**src/rtl/seq_det_pkg.sv**
```systemverilog
// Shared types and helpers for the programmable symbol-sequence detector.
package seq_det_pkg;

    localparam int DEF_SYM_W   = 2;
    localparam int DEF_SEQ_LEN = 3;
    localparam int DEF_PROG_W  = $clog2(DEF_SEQ_LEN);
    // Upper bounds accepted by pat_elem
    localparam int SYM_MAX     = 8;
    localparam int PAT_MAX     = 64;

    typedef logic [DEF_SYM_W-1:0]  sym_t;
    typedef logic [DEF_PROG_W-1:0] prog_t;

    // Element i of a packed pattern of w-bit symbols, element 0 in the LSBs.
    function automatic logic [SYM_MAX-1:0] pat_elem(input logic [PAT_MAX-1:0] pv,
                                                    input int i, input int w);
        logic [SYM_MAX-1:0] r;
        r = SYM_MAX'(pv >> (i * w));
        for (int b = 0; b < SYM_MAX; b++)
            if (b >= w) r[b] = 1'b0;
        return r;
    endfunction

endpackage

```
**src/rtl/seq_detector_prog_fallback.sv**
```systemverilog
// Next-progress computation: advance on a hit, otherwise fall back to the
// longest pattern prefix that is a suffix of what has been seen.
module seq_fallback
    import seq_det_pkg::*;
#(
    parameter int SYM_W   = DEF_SYM_W,
    parameter int SEQ_LEN = DEF_SEQ_LEN,
    localparam int PW     = $clog2(SEQ_LEN)
) (
    input  logic [SEQ_LEN*SYM_W-1:0] i_pattern,
    input  logic [PW-1:0]            i_p,
    input  logic [SYM_W-1:0]         i_x,
    input  logic                     i_mode_overlap,
    output logic [PW-1:0]            o_next,
    output logic                     o_match
);

    logic [SYM_W-1:0] w_pat [SEQ_LEN];

    for (genvar n = 0; n < SEQ_LEN; n++) begin : g_unpack
        assign w_pat[n] = SYM_W'(pat_elem(PAT_MAX'(i_pattern), n, SYM_W));
    end

    int               w_pi, w_idx, w_best;
    logic             w_ok, w_hit;
    logic [SYM_W-1:0] w_cur;

    always_comb begin
        w_pi   = int'(i_p);
        w_idx  = 0;
        w_best = 0;
        w_ok   = 1'b0;
        w_cur  = '0;
        for (int n = 0; n < SEQ_LEN; n++)
            if (n == w_pi) w_cur = w_pat[n];
        // k-long candidate: pat[p-k+1 .. p-1] ++ x must equal pat[0 .. k-1]
        for (int k = 1; k < SEQ_LEN; k++) begin
            w_ok = (k <= w_pi) && (i_x == w_pat[k-1]);
            for (int j = 0; j < SEQ_LEN; j++) begin
                if (j < k - 1) begin
                    w_idx = w_pi - k + 1 + j;
                    for (int n = 0; n < SEQ_LEN; n++)
                        if (n == w_idx && w_pat[n] != w_pat[j]) w_ok = 1'b0;
                end
            end
            if (w_ok) w_best = k;
        end
        w_hit   = (i_x == w_cur);
        o_match = w_hit && (w_pi == SEQ_LEN - 1);
        if (w_hit && !o_match)  o_next = PW'(w_pi + 1);
        else if (i_mode_overlap) o_next = PW'(w_best);
        else if (o_match)        o_next = '0;
        else                     o_next = (i_x == w_pat[0]) ? PW'(1) : '0;
    end

endmodule

```
**src/rtl/seq_detector_prog.sv**
```systemverilog
// Runtime-programmable sequence detector: pattern, progress, alarm and
// saturating match counter registers around the combinational fallback.
module seq_detector_prog
    import seq_det_pkg::*;
#(
    parameter int SYM_W   = DEF_SYM_W,
    parameter int SEQ_LEN = DEF_SEQ_LEN,
    parameter int CNT_W   = 8,
    parameter logic [SEQ_LEN*SYM_W-1:0] RST_PATTERN = {2'b11, 2'b10, 2'b01}
) (
    input  logic                       clk,
    input  logic                       reset,
    input  logic                       cfg_load,
    input  logic [SEQ_LEN*SYM_W-1:0]   cfg_pattern,
    input  logic                       mode_overlap,
    input  logic                       mode_latch,
    input  logic                       alarm_clr,
    input  logic                       sym_valid,
    input  logic [SYM_W-1:0]           sym,
    output logic                       match_pulse,
    output logic                       alarm,
    output logic [$clog2(SEQ_LEN)-1:0] progress,
    output logic [CNT_W-1:0]           match_count
);

    localparam int PW = $clog2(SEQ_LEN);

    logic [SEQ_LEN*SYM_W-1:0] r_pattern;
    logic [PW-1:0]            r_progress;
    logic                     r_match_pulse, r_alarm;
    logic [CNT_W-1:0]         r_count;

    logic [PW-1:0] w_next;
    logic          w_match, w_fire;

    seq_fallback #(.SYM_W(SYM_W), .SEQ_LEN(SEQ_LEN)) u_fallback (
        .i_pattern      (r_pattern),
        .i_p            (r_progress),
        .i_x            (sym),
        .i_mode_overlap (mode_overlap),
        .o_next         (w_next),
        .o_match        (w_match)
    );

    assign w_fire = sym_valid && !cfg_load && w_match;

    always_ff @(posedge clk) begin
        if (reset) begin
            r_pattern     <= RST_PATTERN;
            r_progress    <= '0;
            r_match_pulse <= 1'b0;
            r_alarm       <= 1'b0;
            r_count       <= '0;
        end else begin
            r_match_pulse <= w_fire;
            if (cfg_load) begin
                r_pattern  <= cfg_pattern;
                r_progress <= '0;
            end else if (sym_valid) begin
                r_progress <= w_next;
            end
            if (w_fire && r_count != {CNT_W{1'b1}})
                r_count <= r_count + 1'b1;
            // Set beats clear; leaving latch mode drops a held alarm.
            if (!mode_latch)   r_alarm <= w_fire;
            else if (w_fire)   r_alarm <= 1'b1;
            else if (alarm_clr) r_alarm <= 1'b0;
        end
    end

    assign match_pulse = r_match_pulse;
    assign alarm       = r_alarm;
    assign progress    = r_progress;
    assign match_count = r_count;

endmodule

```
**config.mk**
```make
export PLATFORM = sky130hd
export DESIGN_NAME = seq_detector_prog
export DESIGN_NICKNAME = d
export VERILOG_FILES = /design/src/rtl/seq_det_pkg.sv /design/src/rtl/seq_detector_prog_fallback.sv /design/src/rtl/seq_detector_prog.sv
export SDC_FILE = /design/constraint.sdc
export NUM_CORES = 1
export LEC_CHECK = 0
export CORE_ASPECT_RATIO = 0.75
export CORE_MARGIN = 2
export CORE_UTILIZATION = 49
export DETAILED_ROUTE_END_ITERATION = 6
export PLACE_DENSITY = 0.78
export SYNTH_ARGS = -nofsm -noshare
export SYNTH_HDL_FRONTEND = slang
export SYNTH_HIERARCHICAL = 1
export SYNTH_SLANG_ARGS = --single-unit
```
**constraint.sdc**
```tcl
create_clock -name clk -period 2.1 [get_ports clk]
set_input_delay 0.42 -clock clk [delete_from_list [all_inputs] [get_ports clk]]
set_output_delay 0.42 -clock clk [all_outputs]
set_load 0.005 [all_outputs]
```
Yosys cells after proc, flatten, opt, wreduce, memory -nomap -nowiden
Cells that the tools add are included.
{ "totals": {"register_bits": 18, "output_inout_bits": 12, "word_cells": 50} }
{ "op_classes": {"add_sub_neg": 4, "n_lt_le_gt_ge": 2, "eq_ne": 12, "muxes": 14, "reduce_logical": 13} }
{ "ops": {"columns": ["operator", "count"], "rows": [
  ["$add A32 B2 Y32 const B", 1],
  ["$eq A2 B32 Y1 const A", 1],
  ["$eq A3 B32 Y1 const A", 1],
  ["$mux W2", 7],
  ["$logic_and A1 B1 Y1", 9],
  ["$add A8 B1 Y8 const B", 1],
  ["$ne A8 B8 Y1 const B", 1],
  ["$mux W1", 7],
  ["$eq A2 B2 Y1", 3],
  ["$eq A2 B2 Y1 const A", 2],
  ["$ne A2 B2 Y1", 2],
  ["$ne A3 B1 Y1 const B", 1],
  ["$sub A2 B2 Y3 const B", 1],
  ["$add A2 B1 Y2 const B", 1],
  ["$eq A2 B2 Y1 const B", 1],
  ["$le A1 B2 Y1 const A", 1],
  ["$le A2 B2 Y1 const A", 1],
  ["$logic_not A1 Y1", 2],
  ["$logic_not A2 Y1", 1],
  ["$reduce_or A2 Y1", 1]
]} }

Depth between registers and ports, before layout
{ "logic_depth": {"depth_word": 9, "depth_mapped": 9} }

Modules after synthesis
Netlist, hierarchy kept.
{ "modules_own_cells": {"columns": ["mod", "instances", "cells_each", "area_each_um2"], "rows": [
  ["seq_detector_prog", 1, 80, 803.3],
  ["seq_fallback", 1, 47, 386.6]
]} }

Worst setup path after synthesis
OpenSTA, ideal clock, no wires.
{ "synth_timing": {"path_type": "register -> register", "from": "register r_progress[1], in the netlist progress[1]", "to": "register r_progress[1], in the netlist progress[1]", "arrival_ns": 1.723, "t_required_ns": 1.970, "setup_slack_ns": 0.247, "path_stages_with_launch": 10, "n_path_buf": 0, "synth_period_minus_slack_ns": 1.853, "path_cell_list": "dfxtp_1 inv_1 ha_1 nand3b_1 o31a_1 o211ai_2 nor3_2 mux2_4 mux2i_1 nor3_1"} }
{ "synth_via": {"elab_chain_len": 9, "word_cells_on_any_way": 25} }
{ "synth_lines": {"columns": ["item", "line_no", "text"], "rows": [
  ["from (decl)", "seq_detector_prog.sv:29", "logic [PW-1:0] r_progress;"],
  ["from (signal assigned)", "seq_detector_prog.sv:60", "r_progress <= w_next;"],
  ["$sub A2 B2 Y3 or $logic_not A2 Y1 (tied branches)", "seq_detector_prog_fallback.sv:41, seq_detector_prog_fallback.sv:35", null],
  ["$add A32 B2 Y32 or $mux W2 (tied branches)", "seq_detector_prog_fallback.sv:41, seq_detector_prog_fallback.sv:35", null],
  ["$eq A2 B32 Y1 or $mux W2 (tied branches)", "seq_detector_prog_fallback.sv:43, seq_detector_prog_fallback.sv:35", null],
  ["$logic_and A1 B1 Y1 or $mux W2 (tied branches)", "seq_detector_prog_fallback.sv:43, seq_detector_prog_fallback.sv:35", null],
  ["$mux W1 or $eq A2 B2 Y1 (tied branches)", "seq_detector_prog_fallback.sv:43, seq_detector_prog_fallback.sv:48", null],
  ["$mux W1 or $logic_and A1 B1 Y1 (tied branches)", "seq_detector_prog_fallback.sv:43, seq_detector_prog_fallback.sv:49", null],
  ["$mux W2 or $logic_not A1 Y1 (tied branches)", "seq_detector_prog_fallback.sv:46, seq_detector_prog_fallback.sv:50", null],
  ["$mux W2 or $logic_and A1 B1 Y1 (tied branches)", "seq_detector_prog_fallback.sv:51, seq_detector_prog_fallback.sv:50", null],
  ["$mux W2 *", "seq_detector_prog_fallback.sv:50", "if (w_hit && !o_match) o_next = PW'(w_pi + 1);"],
  ["net w_next[1]", "seq_detector_prog.sv:33", "logic [PW-1:0] w_next;"]
]} }
The timed path passes the listed nets; every way through them passes the cells marked *.
A chain may end at the register's enable or synchronous reset.

Worst setup path in the final report
Same ends and word-level chain as after synthesis.

==> results.py <==
metrics = {
    "power_and_ir_drop": {
        "cellLeakagePower_nw": 0.601,
        "p_clk_share_pct": 30.3,
        "p_switching_w": 0.000176,
        "seqPwrFrac_pct": 51.2,
        "ir_drop_mv": 0.405,
        "report.power.total_w": 0.000708,
        "p_comb_share_pct": 18.4,
        "swShare_pct": 24.9,
        "p_int_w": 0.000532,
        "power_density_nw_per_um2": 451,
    },
    "sta": {
        "final-max-slew-violation-count": 0,
        "fin_crit_sh_pct": 91.1,
        "fmax_mhz": 523,
        "setup_slack_ps": 188,
        "slew_headroom_pct": 66.1,
        "tightest_slew_ps": 506,
        "rsz0062_at_grt": "no",
        "hold_violations": 0,
        "layout_min_cycle_time_ps": 1910,
        "fin_skew_ps": 8.28,
        "setup_violations": 0,
    },
    "final_layout": {
        "layout-area-overhead-vs-synth_pct": 31.9,
        "final_cell_area_sq_um": 1570,
        "fin_cells": 194,
        "nNetsFinal": 182,
        "layout_commonest_cell": "clkdlybuf4s50_1",
        "final_cell_mix": "clkdlybuf4s50_1 (26), dfxtp_1 (17), buf_4 (11)",
        "final_layout_size_suffix_gt1_share_pct": 18.1,
        "fin_util_pct": 68.0,
        "antennaDiodeCount": 0,
    },
    "clock_network": {
        "clock-sinks": 18,
        "insertion_delay_ps": 300,
        "path_clk_slew_ps": 100,
        "cts_tree": "built",
        "htreeDepth": 1,
        "cts_hold_buf": 0,
        "cts_root_buf": "clkbuf_4",
        "clk_path_buf_depth": 2,
        "cts_buffers": 3,
    },
    "job": {
        "max_cap_violations": 0,
    },
    "global_routing": {
        "grt_usage_pct": 21.7,
        "grt_overflow": 0,
        "antenna_found_initial": 0,
        "grt_pass1_wl_mm": 4.48,
        "grt_max_degree": 17,
        "grt_pass1_vias": 1029,
    },
    "logic_synthesis": {
        "syn-instance-count": 127,
        "synth_simple_gate_area_share_pct": 22.4,
        "synth-compound-area-share_pct": 19.3,
        "syn_avg_cell_area_sq_um": 9.37,
        "syn_area_sq_um": 1190,
        "synth.area.mux_share_pct": 8.52,
        "synth-edff-count": 0,
        "synth.net_count": 148,
        "ys.flop_type": "dfxtp_1",
        "yosys_register_bits": 18,
        "ys_seq_area_share_pct": 30.3,
        "synth.distinct_cells": 46,
        "synthAdderAreaFrac_pct": 6.31,
        "synth_top_family_by_area": "simple AND/OR/NAND/NOR gates",
        "yosys_warnings": 6,
        "synth_xor_xnor_area_share_pct": 8.10,
        "synthArstFlopShare_pct": 0,
    },
    "setup_path": {
        "critical_path_class": "reg2reg",
        "slowest_stage": "dfxtp_1",
        "arrival_ps": 2110,
        "cp_num_buf_inv": 1,
        "slowest_delay_ps": 380,
        "crit_path_end_kind": "flip-flop",
        "crit_fanout": 3,
        "cp_data_required_time_ps": 2300,
        "cp-start-kind": "flip-flop",
        "crit_family": "multiplexers",
        "cp_cell_sequence": "inv_1 -> ha_1 -> nand2_1 -> xor2_1 -> o211ai_2 -> nor3_2 -> mux2_4 -> mux2i_1 -> nor3_1",
    },
    "floorplanning": {
        "core_sq_um": 2310,
        "io_pins": 27,
        "chipHeight_um": 46.7,
        "die-area_sq_um": 2840,
        "die_w_um": 60.9,
        "start_util_pct": 51.5,
        "std_cell_rows": 15,
    },
    "drt": {
        "wirelength_mm": 2.69,
        "via_count": 1065,
        "viasPerCell": 5.49,
        "drt_drc_violations_left": 0,
        "detail-route-antenna-nets": 0,
        "drt_first_pass_iters": 4,
        "wl_per_cell_um": 13.9,
        "drt-initial-drc-count": 43,
    },
    "place": {
        "finalWeightedCongestion": 0.805,
        "detailed_place_hpwl_mm": 2.10,
        "placed_cells": 190,
        "numPortBuffers": 26,
        "placed_area_sq_um": 1530,
        "place_ws_ps": -130,
    },
    "hold_path": {
        "hold_path.class": "reg2reg",
    },
    "status": {
        "status": "finished clean",
    },
}
cell families after synthesis:
kind of cell,count (synthesis)
AOI/OAI and AO/OA,28
xor gates and xnor gates,11
adders and majority gates,6
buffers and inverters,11
DFF,18
muxes,9
and+or+nand+nor,44
through the flow:
step | hold slack [ps] | setup TNS [ps]
global route | 544 | 0
CTS | 517 | 0
global placement | 474 | -132
floorplan | 479 | 0
finish | 516 | 0
detailed placement | 503 | -440
worst reg2reg max path: stages (launching register included):
cell	delay [ps]
dfxtp_1	380
inv_1	90
ha_1	230
nand2_1	90
xor2_1	190
o211ai_2	120
nor3_2	200
mux2_4	310
mux2i_1	150
nor3_1	60
metal layers:
| metal | global-route usage [%] | up-vias | routed length (um) |
|---|---|---|---|
| met5 | 0 | - | 0 |
| met4 | 6.52 | 0 | 11 |
| met3 | 5.06 | 3 | 137 |
| met2 | 35.7 | 40 | 1260 |
| met1 | 28.2 | 497 | 1280 |
| li1 | - | 525 | - |
what timing repair did:
action / 4_1_cts / 5_1_grt
setup endpoints to repair: 0 / 2
setup buffers: 0 / 0
resized for setup: 0 / 3
cells in the mapped netlist, types with 3 or more instances:
cell | instances | area [sq um]
mux2i_1 | 6 | 60.1
ha_1 | 6 | 75.1
dfxtp_1 | 18 | 360
xor2_1 | 9 | 78.8
buf_2 | 3 | 15.0
a211o_1 | 4 | 35.0
nor3_1 | 3 | 15.0
nand2b_1 | 3 | 18.8
nor2b_1 | 7 | 43.8
and3_1 | 3 | 18.8
nand3b_1 | 3 | 22.5
nor2_1 | 7 | 26.3
nand2_1 | 4 | 15.0
inv_1 | 3 | 11.3
o21ai_0 | 5 | 25.0
cell type report:
type	instances	area (sq um)
Multi-Input combinational cell	98	774
Timing Repair Buffer	37	343
Inverter	3	11.3
Clock buffer	4	36.3
Fill cell	197	739
Tap cell	34	42.5
Sequential cell	18	362
power groups by stage:
stage	Combinational (W)	Sequential (W)	Clock [W]
floorplan	0.0000796	0.000368	0
global placement	0.000125	0.000370	0
detailed placement	0.000129	0.000371	0
CTS	0.000130	0.000363	0.000217
global route	0.000143	0.000365	0.000229
finish	0.000131	0.000363	0.000215
flip-flops by register name, indices dropped and copies added (netlist names):
register     cells
r_pattern        6
alarm            1
match_pulse      1
match_count      8
progress         2
path summary, 6_finish.rpt:
check	from	cells after the start	slack [ps]	to
setup / recovery	progress[1]	9	190	progress[1]
hold / removal	alarm	2	520	alarm
setup reg to reg	progress[1]	9	190	progress[1]
hold reg to reg	alarm	2	520	alarm
Power figures use the tool's default switching activity.
